**src/rtl/keypad_pkg.sv**
```systemverilog
// rtl/keypad_pkg.sv - shared constants, state type and helpers for the keypad scanner
package keypad_pkg;

    localparam int         NUM_ROWS = 4;
    localparam int         NUM_COLS = 4;
    localparam logic [3:0] COL_IDLE = 4'b1110;

    typedef enum logic [1:0] {
        IDLE    = 2'd0,
        PRESSED = 2'd1,
        MULTI   = 2'd2
    } kp_state_t;

    function automatic logic [4:0] popcount16(input logic [15:0] v);
        logic [4:0] cnt;
        cnt = '0;
        for (int i = 0; i < 16; i++) begin
            cnt = cnt + {4'b0000, v[i]};
        end
        return cnt;
    endfunction

    // Snapshot bit i sits at col*4+row; the reported code is {row, col}.
    function automatic logic [3:0] onehot_to_code(input logic [15:0] v);
        logic [3:0] code;
        logic [3:0] idx;
        code = '0;
        for (int i = 0; i < 16; i++) begin
            idx = 4'(i);
            if (v[i]) begin
                code = {idx[1:0], idx[3:2]};
            end
        end
        return code;
    endfunction

endpackage

```
**src/rtl/keypad_scanner_if.sv**
```systemverilog
// rtl/keypad_scanner_if.sv - keypad matrix and key/entry result bundle
// slave  : the scanner (samples row_n/clear, drives strobes and results)
// master : the keypad/host side
interface keypad_scanner_if;
    logic [3:0]  row_n;
    logic        clear;
    logic [3:0]  col_n;
    logic        key_valid;
    logic [3:0]  key_code;
    logic        key_held;
    logic        multi_key;
    logic [15:0] entry_data;

    modport slave (
        input  row_n, clear,
        output col_n, key_valid, key_code, key_held, multi_key, entry_data
    );

    modport master (
        output row_n, clear,
        input  col_n, key_valid, key_code, key_held, multi_key, entry_data
    );
endinterface

```
**src/rtl/keypad_col_strobe.sv**
```systemverilog
// rtl/keypad_col_strobe.sv - column strobe divider and rotation
// clk, rst_n  : clock, asynchronous active-low reset
// col_n_o     : one-cold column strobe
// col_idx_o   : index of the strobed column
// sample_en_o : last cycle of the current column slot
// scan_done_o : last cycle of column 3 (full scan complete)
module keypad_col_strobe
    import keypad_pkg::*;
#(
    parameter int SCAN_DIV = 1000
) (
    input  logic       clk,
    input  logic       rst_n,
    output logic [3:0] col_n_o,
    output logic [1:0] col_idx_o,
    output logic       sample_en_o,
    output logic       scan_done_o
);
    localparam int DW = $clog2(SCAN_DIV);

    logic [DW-1:0] div_q, div_d;
    logic [1:0]    idx_q, idx_d;
    logic [3:0]    col_q, col_d;
    logic          sample_en;

    always_ff @(posedge clk or negedge rst_n) begin
        if (!rst_n) begin
            div_q <= '0;
            idx_q <= '0;
            col_q <= COL_IDLE;
        end else begin
            div_q <= div_d;
            idx_q <= idx_d;
            col_q <= col_d;
        end
    end

    always_comb begin
        sample_en = (div_q == DW'(SCAN_DIV - 1));
        div_d     = sample_en ? '0 : div_q + 1'b1;
        idx_d     = sample_en ? idx_q + 2'd1 : idx_q;
        col_d     = sample_en ? {col_q[2:0], col_q[3]} : col_q;
    end

    assign col_n_o     = col_q;
    assign col_idx_o   = idx_q;
    assign sample_en_o = sample_en;
    assign scan_done_o = sample_en && (idx_q == 2'(NUM_COLS - 1));

endmodule

```
**src/rtl/keypad_scanner.sv**
```systemverilog
// rtl/keypad_scanner.sv - 4x4 keypad scan, debounce, key FSM and hex entry register
// clk, rst_n : clock, asynchronous active-low reset
// kp         : keypad_scanner_if.slave (row_n, clear in; col_n, key_valid,
//              key_code, key_held, multi_key, entry_data out)
// Optional auto-repeat built when KEYPAD_AUTOREPEAT_EN is defined.
module keypad_scanner
    import keypad_pkg::*;
#(
    parameter int SCAN_DIV       = 1000,
    parameter int DEBOUNCE_SCANS = 4
`ifdef KEYPAD_AUTOREPEAT_EN
    ,
    parameter int REPEAT_SCANS   = 64
`endif
) (
    input  logic       clk,
    input  logic       rst_n,
    keypad_scanner_if.slave kp
);
    localparam int SW = (DEBOUNCE_SCANS > 1) ? $clog2(DEBOUNCE_SCANS) : 1;
    localparam logic [SW-1:0] STABLE_MAX = SW'(DEBOUNCE_SCANS - 1);

    logic [3:0] col_n;
    logic [1:0] col_idx;
    logic       sample_en;
    logic       scan_done;

    keypad_col_strobe #(.SCAN_DIV(SCAN_DIV)) u_strobe (
        .clk        (clk),
        .rst_n      (rst_n),
        .col_n_o    (col_n),
        .col_idx_o  (col_idx),
        .sample_en_o(sample_en),
        .scan_done_o(scan_done)
    );

    logic [15:0]   snap_q, snap_cur, prev_q, prev_d;
    logic [SW-1:0] stable_q, stable_d;
    logic          accept;
    kp_state_t     state_q, state_d;
    logic          key_valid_q, key_valid_d;
    logic [3:0]    key_code_q, key_code_d;
    logic [15:0]   entry_q, entry_d;
    logic [4:0]    nkeys;
    logic [3:0]    new_code;

    // Column 3 is sampled in the same cycle scan_done fires, so the debounce
    // compares against a view of the snapshot that already includes it.
    always_comb begin
        snap_cur = snap_q;
        if (sample_en) begin
            snap_cur[col_idx*NUM_ROWS +: NUM_ROWS] = ~kp.row_n;
        end
        prev_d   = prev_q;
        stable_d = stable_q;
        accept   = 1'b0;
        if (scan_done) begin
            prev_d = snap_cur;
            if (snap_cur == prev_q) begin
                stable_d = (stable_q == STABLE_MAX) ? stable_q : stable_q + 1'b1;
            end else begin
                stable_d = '0;
            end
            accept = (stable_d == STABLE_MAX);
        end
    end

`ifdef KEYPAD_AUTOREPEAT_EN
    localparam int RW = (REPEAT_SCANS > 1) ? $clog2(REPEAT_SCANS) : 1;
    localparam logic [RW-1:0] RPT_MAX = RW'(REPEAT_SCANS - 1);
    logic [RW-1:0] rpt_q, rpt_d;
`endif

    always_comb begin
        state_d     = state_q;
        key_valid_d = 1'b0;
        key_code_d  = key_code_q;
        nkeys       = popcount16(snap_cur);
        new_code    = onehot_to_code(snap_cur);
        if (accept) begin
            case (state_q)
                IDLE: begin
                    if (nkeys == 5'd1) begin
                        state_d     = PRESSED;
                        key_valid_d = 1'b1;
                        key_code_d  = new_code;
                    end else if (nkeys > 5'd1) begin
                        state_d = MULTI;
                    end
                end
                PRESSED: begin
                    if (nkeys == 5'd0) begin
                        state_d = IDLE;
                    end else if (nkeys > 5'd1) begin
                        state_d = MULTI;
                    end else if (new_code != key_code_q) begin
                        key_valid_d = 1'b1;
                        key_code_d  = new_code;
                    end
                end
                MULTI: begin
                    if (nkeys == 5'd0) begin
                        state_d = IDLE;
                    end
                end
                default: state_d = IDLE;
            endcase
        end
`ifdef KEYPAD_AUTOREPEAT_EN
        rpt_d = rpt_q;
        if ((state_q != PRESSED) || (state_d != state_q)) begin
            rpt_d = '0;
        end else if (scan_done) begin
            if (rpt_q == RPT_MAX) begin
                rpt_d = '0;
                if (!key_valid_d) begin
                    key_valid_d = 1'b1;
                    key_code_d  = key_code_q;
                end
            end else begin
                rpt_d = rpt_q + 1'b1;
            end
        end
`endif
        // Shift uses the registered pulse/code; clear wins over it.
        entry_d = entry_q;
        if (kp.clear) begin
            entry_d = '0;
        end else if (key_valid_q) begin
            entry_d = {entry_q[11:0], key_code_q};
        end
    end

    always_ff @(posedge clk or negedge rst_n) begin
        if (!rst_n) begin
            snap_q      <= '0;
            prev_q      <= '0;
            stable_q    <= '0;
            state_q     <= IDLE;
            key_valid_q <= 1'b0;
            key_code_q  <= '0;
            entry_q     <= '0;
        end else begin
            if (sample_en) begin
                snap_q <= snap_cur;
            end
            prev_q      <= prev_d;
            stable_q    <= stable_d;
            state_q     <= state_d;
            key_valid_q <= key_valid_d;
            key_code_q  <= key_code_d;
            entry_q     <= entry_d;
        end
    end

`ifdef KEYPAD_AUTOREPEAT_EN
    always_ff @(posedge clk or negedge rst_n) begin
        if (!rst_n) begin
            rpt_q <= '0;
        end else begin
            rpt_q <= rpt_d;
        end
    end
`endif

    assign kp.col_n      = col_n;
    assign kp.key_valid  = key_valid_q;
    assign kp.key_code   = key_code_q;
    assign kp.key_held   = (state_q == PRESSED);
    assign kp.multi_key  = (state_q == MULTI);
    assign kp.entry_data = entry_q;

endmodule

```
**src/flat_wrapper.sv**
```systemverilog
// flat-port wrapper written by rule: the top's interface ports become plain ports
module keypad_scanner_flat import keypad_pkg::*;
#(
    parameter int SCAN_DIV       = 1000,
    parameter int DEBOUNCE_SCANS = 4

)
  (clk, rst_n, kp_row_n, kp_clear, kp_col_n, kp_key_valid, kp_key_code, kp_key_held, kp_multi_key, kp_entry_data);
  keypad_scanner_if kp_i ();
  input  logic clk;
  input  logic rst_n;
  input wire logic [$bits(kp_i.row_n)-1:0] kp_row_n;
  input wire logic [$bits(kp_i.clear)-1:0] kp_clear;
  output wire logic [$bits(kp_i.col_n)-1:0] kp_col_n;
  output wire logic [$bits(kp_i.key_valid)-1:0] kp_key_valid;
  output wire logic [$bits(kp_i.key_code)-1:0] kp_key_code;
  output wire logic [$bits(kp_i.key_held)-1:0] kp_key_held;
  output wire logic [$bits(kp_i.multi_key)-1:0] kp_multi_key;
  output wire logic [$bits(kp_i.entry_data)-1:0] kp_entry_data;
  assign kp_i.row_n = kp_row_n;
  assign kp_i.clear = kp_clear;
  assign kp_col_n = kp_i.col_n;
  assign kp_key_valid = kp_i.key_valid;
  assign kp_key_code = kp_i.key_code;
  assign kp_key_held = kp_i.key_held;
  assign kp_multi_key = kp_i.multi_key;
  assign kp_entry_data = kp_i.entry_data;
  keypad_scanner #(.SCAN_DIV(SCAN_DIV), .DEBOUNCE_SCANS(DEBOUNCE_SCANS)) u_core (.clk(clk), .rst_n(rst_n), .kp(kp_i));
endmodule
```
**config.mk**
```make
export PLATFORM = sky130hd
export DESIGN_NAME = keypad_scanner_flat
export DESIGN_NICKNAME = d
export VERILOG_FILES = /design/src/rtl/keypad_pkg.sv /design/src/rtl/keypad_scanner_if.sv /design/src/rtl/keypad_col_strobe.sv /design/src/rtl/keypad_scanner.sv /design/src/flat_wrapper.sv
export SDC_FILE = /design/constraint.sdc
export NUM_CORES = 1
export LEC_CHECK = 0
export BUFFER_PORTS_ARGS = -buffer_cell sky130_fd_sc_hd__buf_2
export CORE_MARGIN = 1
export CORE_UTILIZATION = 50
export CTS_BUF_LIST = sky130_fd_sc_hd__clkbuf_2 sky130_fd_sc_hd__clkbuf_4 sky130_fd_sc_hd__clkbuf_8
export DETAILED_ROUTE_END_ITERATION = 10
export PLACE_DENSITY = 0.68
export SYNTH_ARGS = -nofsm -noshare
export SYNTH_HDL_FRONTEND = slang
export SYNTH_SLANG_ARGS = --single-unit
```
**constraint.sdc**
```tcl
create_clock -name clk -period 19.65 [get_ports clk]
set_clock_uncertainty 0.1 [all_clocks]
set_input_delay 0.9825 -clock clk [delete_from_list [all_inputs] [get_ports clk]]
set_output_delay 0.9825 -clock clk [all_outputs]
set_load 0.01 [all_outputs]
```
# Word level (Yosys, flattened, before mapping)
# Cells that the tools add are included.
# totals
register_bits,73
latch_bits,0
ram_bits,0
romBits,0
output_inout_bits,27
n_memories,0
# classes
add_sub_neg,19
multipliers,0
n_div,0
order_cmp,1
eq_ne,14
shift,2
n_mux,40
bitwise,1
n_reduce_logical,7
# op_table
cell,count
two-way mux 4 bit,18
adder 5 x 1 -> 5 bit,14
two-way mux 16 bit,3
negator 4 -> 34 bit,1
"variable shift 4 x 34 -> 16 bit, first input constant",1
indexed part select 4 x 34 -> 16 bit,1
bitwise mux 16 bit,1
equality test 16 bit,1
two-way mux 2 bit,7
"adder 10 x 1 -> 10 bit, second input constant",1
"equality test 10 bit, second input constant",1
two-way mux 10 bit,1
"equality test 2 bit, second input constant",4
case mux 4 bit (2 select lines),1
two-way mux 1 bit,6
"!= test 2 x 1 -> 1 bit, second input constant",3
case mux 2 bit (3 select lines),1
AND reduction 6 bit,1
"equality test 5 x 1 -> 1 bit, second input constant",1
"> comparator 5 x 1 -> 1 bit, second input constant",1
logical NOT 5 bit,1
"adder 2 x 1 -> 2 bit, second input constant",2
"!= test 2 bit, second input constant",2
!= test 4 bit,1
9 further kinds,10

# Longest topological paths before layout
# Gate-level depths: netlist of run 1.
# depth
depth_word,25
ltp_mapped,24
ltp_nobuf,23

# Modules after synthesis
# From an unflattened synthesis of run 1, not the netlist that was laid out.
# hier_totals
cells_unflattened,406
hier_area_um2,4341.7
# modules_own_cells
mod,n_inst,cells_per_inst,area_per_inst_um2,seq_area_each_um2
keypad_scanner,1,340,3564.7,1426.4
keypad_col_strobe,1,66,777.0,404.1

# Worst setup path after synthesis of run 1
# OpenSTA, ideal clock, no wires.
# synth_path
kind,reg-to-reg
from,"reg u_core.u_strobe.idx_q[0], in the netlist u_core.u_strobe.col_idx_o[0]"
to,"reg u_core.key_code_q[1], in the netlist u_core.kp.key_code[1]"
arrival_time_ns,5.968
required_ns,19.425
slack_ns,13.457
stages_incl_launch_ff,24
path_buffers,0
period_less_slack_ns,6.193
path_cell_list,dfrtp_1 inv_1 ha_1 or3b_1 nor2_1 nand2_1 nand2_1 ha_1 fa_1 inv_1 fa_1 inv_1 fa_1 fa_1 inv_1 fa_1 fa_1 inv_1 nand3_1 o22ai_1 nand3_1 nor3_1 o311ai_4 mux2_4
# synth_between
elab_chain_cells,22
elab_cells_between_ends,56
# synth_lines
item,line,source
"start, declared",keypad_col_strobe.sv:22,"logic [1:0] idx_q, idx_d;"
"start signal, assigned",keypad_col_strobe.sv:33,idx_q <= idx_d;
negator 4 -> 34 bit (*),keypad_scanner.sv:52,snap_cur[col_idx*NUM_ROWS +: NUM_ROWS] = ~kp.row_n;
indexed part select 4 x 34 -> 16 bit or variable shift 4 x 34 -> 16 bit (tied branches),keypad_scanner.sv:52,
bitwise mux 16 bit (*),keypad_scanner.sv:52,
two-way mux 16 bit (*),keypad_scanner.sv:51,if (sample_en) begin
net u_core.snap_cur[0],keypad_scanner.sv:37,"logic [15:0] snap_q, snap_cur, prev_q, prev_d;"
adder 1 x 1 -> 2 bit,keypad_pkg.sv:18,"cnt = cnt + {4'b0000, v[i]};"
adder 5 x 1 -> 5 bit (14 in series),keypad_pkg.sv:18,
> comparator 5 x 1 -> 1 bit (tied with other cells),keypad_scanner.sv:94,end else if (nkeys > 5'd1) begin
!= test 2 bit (no line) or != test 2 x 1 -> 1 bit (tied branches),n/a,
AND reduction 6 bit (no line) (*),n/a,
"end signal, assigned",keypad_scanner.sv:151,key_code_q <= key_code_d;
"end, declared",keypad_scanner.sv:42,"logic [3:0] key_code_q, key_code_d;"
# Mark *: on every way through the listed nets, which the timed path passes. The rest lies on a longest branch. The select of a mux whose other input is x is not followed.
# A chain may end at the register's enable or synchronous reset.

# Final worst setup path of run 1
# Same ends and word-level chain as after synthesis.

==> reports/results.tsv, run 1 <==
stage	metric	value	unit
floorplanning	coreArea	8680	sq um
route	wl_met2	4300	um
synthesis	synth_edf_count	0	
clock_network	clock_sinks	73	
clock_network	ctsResizeCount	0	
sta	setup_violations	0	
clock_network	cts_root_buffer	clkbuf_8	
critical_path	startpoint	u_core.u_strobe.col_idx_o[0]$_DFFE_PN0N_	
place	dpl.hpwl	6580	um
synthesis	synth.avg_cell_area	9.90	sq um
synthesis	synth_seq_cells	73	
sta	tightest_slew	0.921	ns
sta	worst_slew_margin_rel	0.386	
global_routing	grt_pass1_vias	3017	
sta	fin_crit	6.77	ns
min_path	hold_path.class	reg2reg	
cells_and_area	area_growth	8.84	%
floorplanning	die_y	96.3	um
floorplanning	io_pins	34	
pwr	leakagePower	2.27	nW
route	num_vias	3285	
sta	max_freq	148	MHz
pwr	peakVddDrop	38.1	uV
sta	period_share	0.344	
clock_network	numCtsBuffers	9	
route	dr.pass1.iters	5	
sta	tns	0	ns
place	port_buffers	33	
floorplanning	start_util	0.512	
route	vias_per_cell	5.63	
critical_path	crit_required	19.80	ns
sta	finalMaxSlewViolations	0	
route	ant_nets	0	
critical_path	critPathTopFamily	adder cells	
floorplanning	std_cell_rows	34	
route	drtIter0Drc	169	
pwr	powerDensity	59.9	nW/um^2
run_status	status	finished clean	
critical_path	cp_max_fo	11	
cells_and_area	layout_common_cells	dfrtp_1, nand2_1, nor2_1	
route	wl_met1	4460	um
synthesis	synth_flop_cell	dfrtp_1	
clock_network	clkTransAtPathRegs	0.08	ns
route	dr_wl_met3	423	um
critical_path	end_kind	flip-flop	
floorplanning	die_x	96.3	um
critical_path	crit_arrival	6.91	ns
route	top_layer_used	met4	
synthesis	netlist_area	4440	sq um
global_routing	overflow	0	
cells_and_area	finalNetCount	500	
clock_network	clock_latency	0.36	ns
clock_network	clock_path_buffers	2	
synthesis	synth_nets	477	
sta	rsz0062_at_grt	false	
critical_path	startpoint_type	flip-flop	
critical_path	cp_common_cell	fa_1	
synthesis	yosysUniqueCellTypes	71	
cells_and_area	fin_util	0.557	
critical_path	slowest_stage	fa_1	
cells_and_area	final_common_cell	dfrtp_1	
synthesis	yosysWarnings	0	
clock_network	cts-htree-levels	3	
synthesis	netlist_instances	449	
global_routing	grt_pass1_wl	15200	um
cells_and_area	fill_cells	797	
critical_path	max_stage_delay	0.56	ns
critical_path	path_buf_inv	5	
clock_network	cts_setup_buffers	0	
cells_and_area	drive_above_1_share	0.174	
route	route.detailed.drc	0	
route	wl	9360	um
global_routing	antenna_found_initial	0	
cells_and_area	diodes	0	
critical_path	reg2reg_from	u_core.u_strobe.col_idx_o[0]$_DFFE_PN0N_	
min_path	hold_start	u_core.u_strobe.div_q[0]$_DFF_PN0_	
global_routing	grt_max_degree	74	
min_path	whs_path_depth	1	
floorplanning	die_area	9270	sq um
critical_path	reg2reg_depth	23	
sta	finalHoldViolations	0	
global_routing	grt_usage	0.222	
synthesis	async_flop_share	1.00	
clock_network	cts_hold_buffers	0	
critical_path	worst-setup-path-type	reg2reg	
route	wl_per_cell	16.0	um
flow_run	maxCapViolations	0	
place	gp_congestion	0.897	
critical_path	worstPathCellList	inv_1 > ha_1 > or3b_1 > nor2_1 > nand2_1 > nand2_1 > ha_1 > fa_1 > inv_1 > fa_1 > inv_1 > fa_1 > fa_1 > inv_1 > fa_1 > fa_1 > inv_1 > nand3_1 > o22ai_1 > nand3_1 > nor3_1 > o311ai_4 > mux2_4	
clock_network	tritoncts	done	
synthesis	ys_seq_area_frac	0.412	
critical_path	path_depth	23	
[report_power, final]
part | switching [mW] | internal, mW | leakage (nW)
clock | 0.0602 | 0.0583 | 0.0917
sequential | 0.000401 | 0.151 | 0.850
combinational | 0.0134 | 0.00677 | 1.33
total | 0.0740 | 0.216 | 2.27
[cell families (layout without fill, tap and decap cells)]
logic type,Yosys count,count (layout),synth area share
xor gates and xnor gates,18,18,0.0355
and+or+nand+nor,166,166,0.209
adders and majority gates,21,21,0.0760
DFF,73,73,0.412
buffers and inverters,57,84,0.0535
AOI/OAI and AO/OA,81,81,0.132
muxes,33,33,0.0816
[per-stage QoR]
stage          hold slack [ns]  worst slack, ns  cells  total power [mW]  area [sq um]
5_1_grt                  0.410            12.53    584             0.301          4840
2_1_floorplan            0.347            13.46    449             0.167          4440
3_5_place_dp             0.373            12.94    569             0.174          4650
3_3_place_gp             0.367            13.18    569             0.173          4650
4_1_cts                  0.383            12.93    584             0.293          4840
6_report                 0.379            12.88    584             0.290          4840
[worst paths after layout]
kind                                                             end  slack (ns)
worst max-delay path               u_core.kp.key_code[1]$_DFFE_PN0P_       12.88
worst min-delay path              u_core.u_strobe.div_q[0]$_DFF_PN0_        0.38
worst max register to register     u_core.kp.key_code[1]$_DFFE_PN0P_       12.88
worst min register to register    u_core.u_strobe.div_q[0]$_DFF_PN0_        0.38
max in group asynchronous               u_core.snap_q[5]$_DFFE_PN0N_       18.10
min in group asynchronous       u_core.kp.entry_data[15]$_DFFE_PN0P_        0.74
[area by class of cell]
type / instances / area [sq um] / area share
clock buffer: 9 / 124 / 0.0256
clock inverter: 6 / 67.6 / 0.0140
inverter: 35 / 131 / 0.0272
multi-input combinational: 319 / 2380 / 0.491
sequential: 73 / 1830 / 0.378
tap: 108 / 135 / 0.0279
timing repair buffer: 34 / 173 / 0.0357
[synthesized netlist by cell type (all sizes together) (4+ instances only)]
master  instances  area (sq um)
dfrtp          70          1750
nand2          47           176
nor2           44           173
inv            35           131
o21ai          30           150
mux2i          23           246
clkbuf         13          48.8
nor2b          13          81.3
a21oi          12          60.1
ha             11           138
fa             10           200
mux2           10           116
xor2           10          87.6
buf             9          57.6
nand4           8          86.3
xnor2           8          70.1
nand3           7          45.0
and3            6          37.5
nand3b          6          45.0
nor3            6          35.0
o31ai           6          50.1
o211ai          5          37.5
nor4            4          37.5
[metal layers]
metal / vias up / track usage
li1: 1596 / -
met1: 1594 / 0.293
met3: 13 / 0.0363
met2: 82 / 0.363
met4: 0 / 0.0883
met5: - / 0
[registers in the layout, summed over array words and instances (netlist names)]
signal                     cells
u_core.kp.entry_data          16
u_core.u_strobe.div_q         10
u_core.kp.key_valid            1
u_core.u_strobe.col_n_o        4
u_core.stable_q                2
u_core.state_q                 2
u_core.snap_q                 16
u_core.u_strobe.col_idx_o      2
u_core.kp.key_code             4
u_core.prev_q                 16
Note: power is estimated with default switching activity, not from simulation.
==> inputs of run 2 (changes only) <==
==> constraint.sdc (replaced) <==
create_clock -name clk -period 6.85 [get_ports clk]
set_clock_uncertainty 0.1 [all_clocks]
set_input_delay 0.3425 -clock clk [delete_from_list [all_inputs] [get_ports clk]]
set_output_delay 0.3425 -clock clk [all_outputs]
set_load 0.01 [all_outputs]
==> run 2 against run 1 <==
Effect of this change: register-to-register slack worse by 13 ns; clock-buffer cell count is 2 higher; combinational power grew to 2.9 times the previous value; flip-flop and latch count stayed put; hold slack worse by 0.29 ns.
==> reports/results.tsv, run 2 (synthesis results as in run 1) <==
stage	metric	value	unit
clock_network	clock_sinks	73	
critical_path	worstPathCellList	inv_1 > ha_1 > or3b_1 > nor2_1 > nand2_1 > nand2_1 > ha_1 > fa_1 > inv_1 > fa_1 > inv_1 > fa_1 > fa_1 > inv_1 > fa_1 > fa_1 > inv_1 > nand3_1 > o22ai_1 > nand3_1 > nor3_4 > o311ai_4 > mux2_4	
place	port_buffers	33	
critical_path	reg2reg_to	u_core.kp.key_code[1]$_DFFE_PN0P_	
route	dr.pass1.iters	4	
cells_and_area	finalNetCount	502	
global_routing	overflow	0	
cells_and_area	final_common_cell	dfrtp_1	
place	pre_cts_ws	0.185	ns
floorplanning	die_y	96.3	um
sta	max_freq	154	MHz
global_routing	grt_pass1_vias	3052	
floorplanning	coreArea	8680	sq um
critical_path	slowest_stage	fa_1	
clock_network	numCtsBuffers	9	
place	gp_congestion	0.932	
sta	fin_crit	6.48	ns
sta	finalMaxSlewViolations	0	
clock_network	clkTransAtPathRegs	0.08	ns
sta	setup_violations	0	
pwr	powerDensity	167	nW/um^2
global_routing	antenna_found_initial	0	
place	place_area	4660	sq um
sta	period_share	0.946	
pwr	leakagePower	2.27	nW
clock_network	clock_latency	0.35	ns
route	vias_per_cell	5.57	
clock_network	cts_hold_buffers	0	
cells_and_area	area_growth	9.32	%
critical_path	reg2reg_depth	23	
floorplanning	io_pins	34	
clock_network	cts-htree-levels	3	
clock_network	cts_root_buffer	clkbuf_8	
critical_path	startpoint_type	flip-flop	
critical_path	worst-setup-path-type	reg2reg	
critical_path	path_depth	23	
pwr	power	812	uW
floorplanning	std_cell_rows	34	
route	ant_nets	0	
sta	tns	0	ns
critical_path	cp_max_fo	11	
clock_network	tritoncts	done	
critical_path	crit_arrival	6.62	ns
critical_path	end_kind	flip-flop	
cells_and_area	final_area	4860	sq um
floorplanning	die_area	9270	sq um
sta	worst_slew_margin_rel	0.391	
cells_and_area	layout_common_cells	dfrtp_1, nand2_1, nor2_1	
floorplanning	start_util	0.512	
sta	whs	0.0890	ns
place	placedCellCount	571	
route	num_vias	3268	
route	route.detailed.drc	0	
cells_and_area	diodes	0	
flow_run	maxCapViolations	0	
critical_path	critPathTopFamily	adder cells	
critical_path	crit_required	6.99	ns
critical_path	r2r_setup_slack	0.37	ns
route	drtIter0Drc	144	
sta	setup_slack	0.373	ns
sta	finalHoldViolations	0	
critical_path	path_buf_inv	5	
critical_path	setup.worst_path.end	u_core.kp.key_code[1]$_DFFE_PN0P_	
critical_path	cp_common_cell	fa_1	
global_routing	grt_pass1_wl	14800	um
global_routing	grt_usage	0.215	
critical_path	max_stage_delay	0.55	ns
route	wl	9160	um
clock_network	clock_path_buffers	2	
critical_path	startpoint	u_core.u_strobe.col_idx_o[0]$_DFFE_PN0N_	
route	wl_per_cell	15.6	um
critical_path	reg2reg_from	u_core.u_strobe.col_idx_o[0]$_DFFE_PN0N_	
place	dpl.hpwl	6670	um
cells_and_area	fin_util	0.560	
floorplanning	die_x	96.3	um
cells_and_area	finalNonFillerCells	587	
sta	tightest_slew	0.914	ns
sta	rsz0062_at_grt	false	
global_routing	grt_max_degree	74	
min_path	hold_path.class	in2async	
pwr	peakVddDrop	86.3	uV
cells_and_area	drive_above_1_share	0.184	
run_status	status	finished clean	
-- run 2: cell count changes in the layout (fill, tap and decap cells not counted) --
cell        delta
buf_4          +2
bufinv_16      -1
clkbuf_4       +1
clkbuf_8       +1
clkinv_2       -1
clkinvlp_4     +1
dfrtp_1        -1
dfrtp_2        +1
nor3_1         -1
nor3_4         +1
-- run 2: final cells by class --
cell class / count / area, sq um
timing repair buffer: 36 / 188
sequential: 73 / 1830
multi-input combinational: 319 / 2390
clock inverter: 5 / 40.0
clock buffer: 11 / 145
tap: 108 / 135
fill: 764 / 3820
inverter: 35 / 131
-- run 2: power breakdown --
| group | leakage [nW] | total (mW) | switching, mW | internal (mW) |
|---|---|---|---|---|
| Sequential | 0.848 | 0.434 | 0.00113 | 0.432 |
| Combinational | 1.33 | 0.0588 | 0.0389 | 0.0199 |
| Clock | 0.0856 | 0.320 | 0.173 | 0.147 |
-- run 2: how the worst min path moves through the flow --
| stage | end | slack (ns) | cells past startpoint |
|---|---|---|---|
| 3_5_place_dp | u_core.u_strobe.div_q[0]$_DFF_PN0_ | 0.38 | 1 |
| 4_1_cts | u_core.snap_q[10]$_DFFE_PN0N_ | 0.14 | 2 |
| 5_1_grt | u_core.kp.entry_data[15]$_DFFE_PN0P_ | 0.21 | 2 |
| 3_3_place_gp | u_core.prev_q[8]$_DFFE_PN0P_ | 0.36 | 2 |
| 6_report | u_core.kp.entry_data[5]$_DFFE_PN0P_ | 0.09 | 2 |
| 2_1_floorplan | u_core.kp.entry_data[0]$_DFFE_PN0P_ | -0.05 | 0 |
-- run 2: repair_timing --
item                       CTS  global route
setup buffers                0             0
setup endpoints to repair    0             6
resized for setup            0             3
-- run 2: per-layer routing --
layer  GRT usage  up-vias  share of wire
met5           0        -              0
met4      0.0933        0          0.019
li1            -     1600              -
met1       0.284     1582           0.48
met3      0.0340       12          0.034
met2       0.349       74           0.46
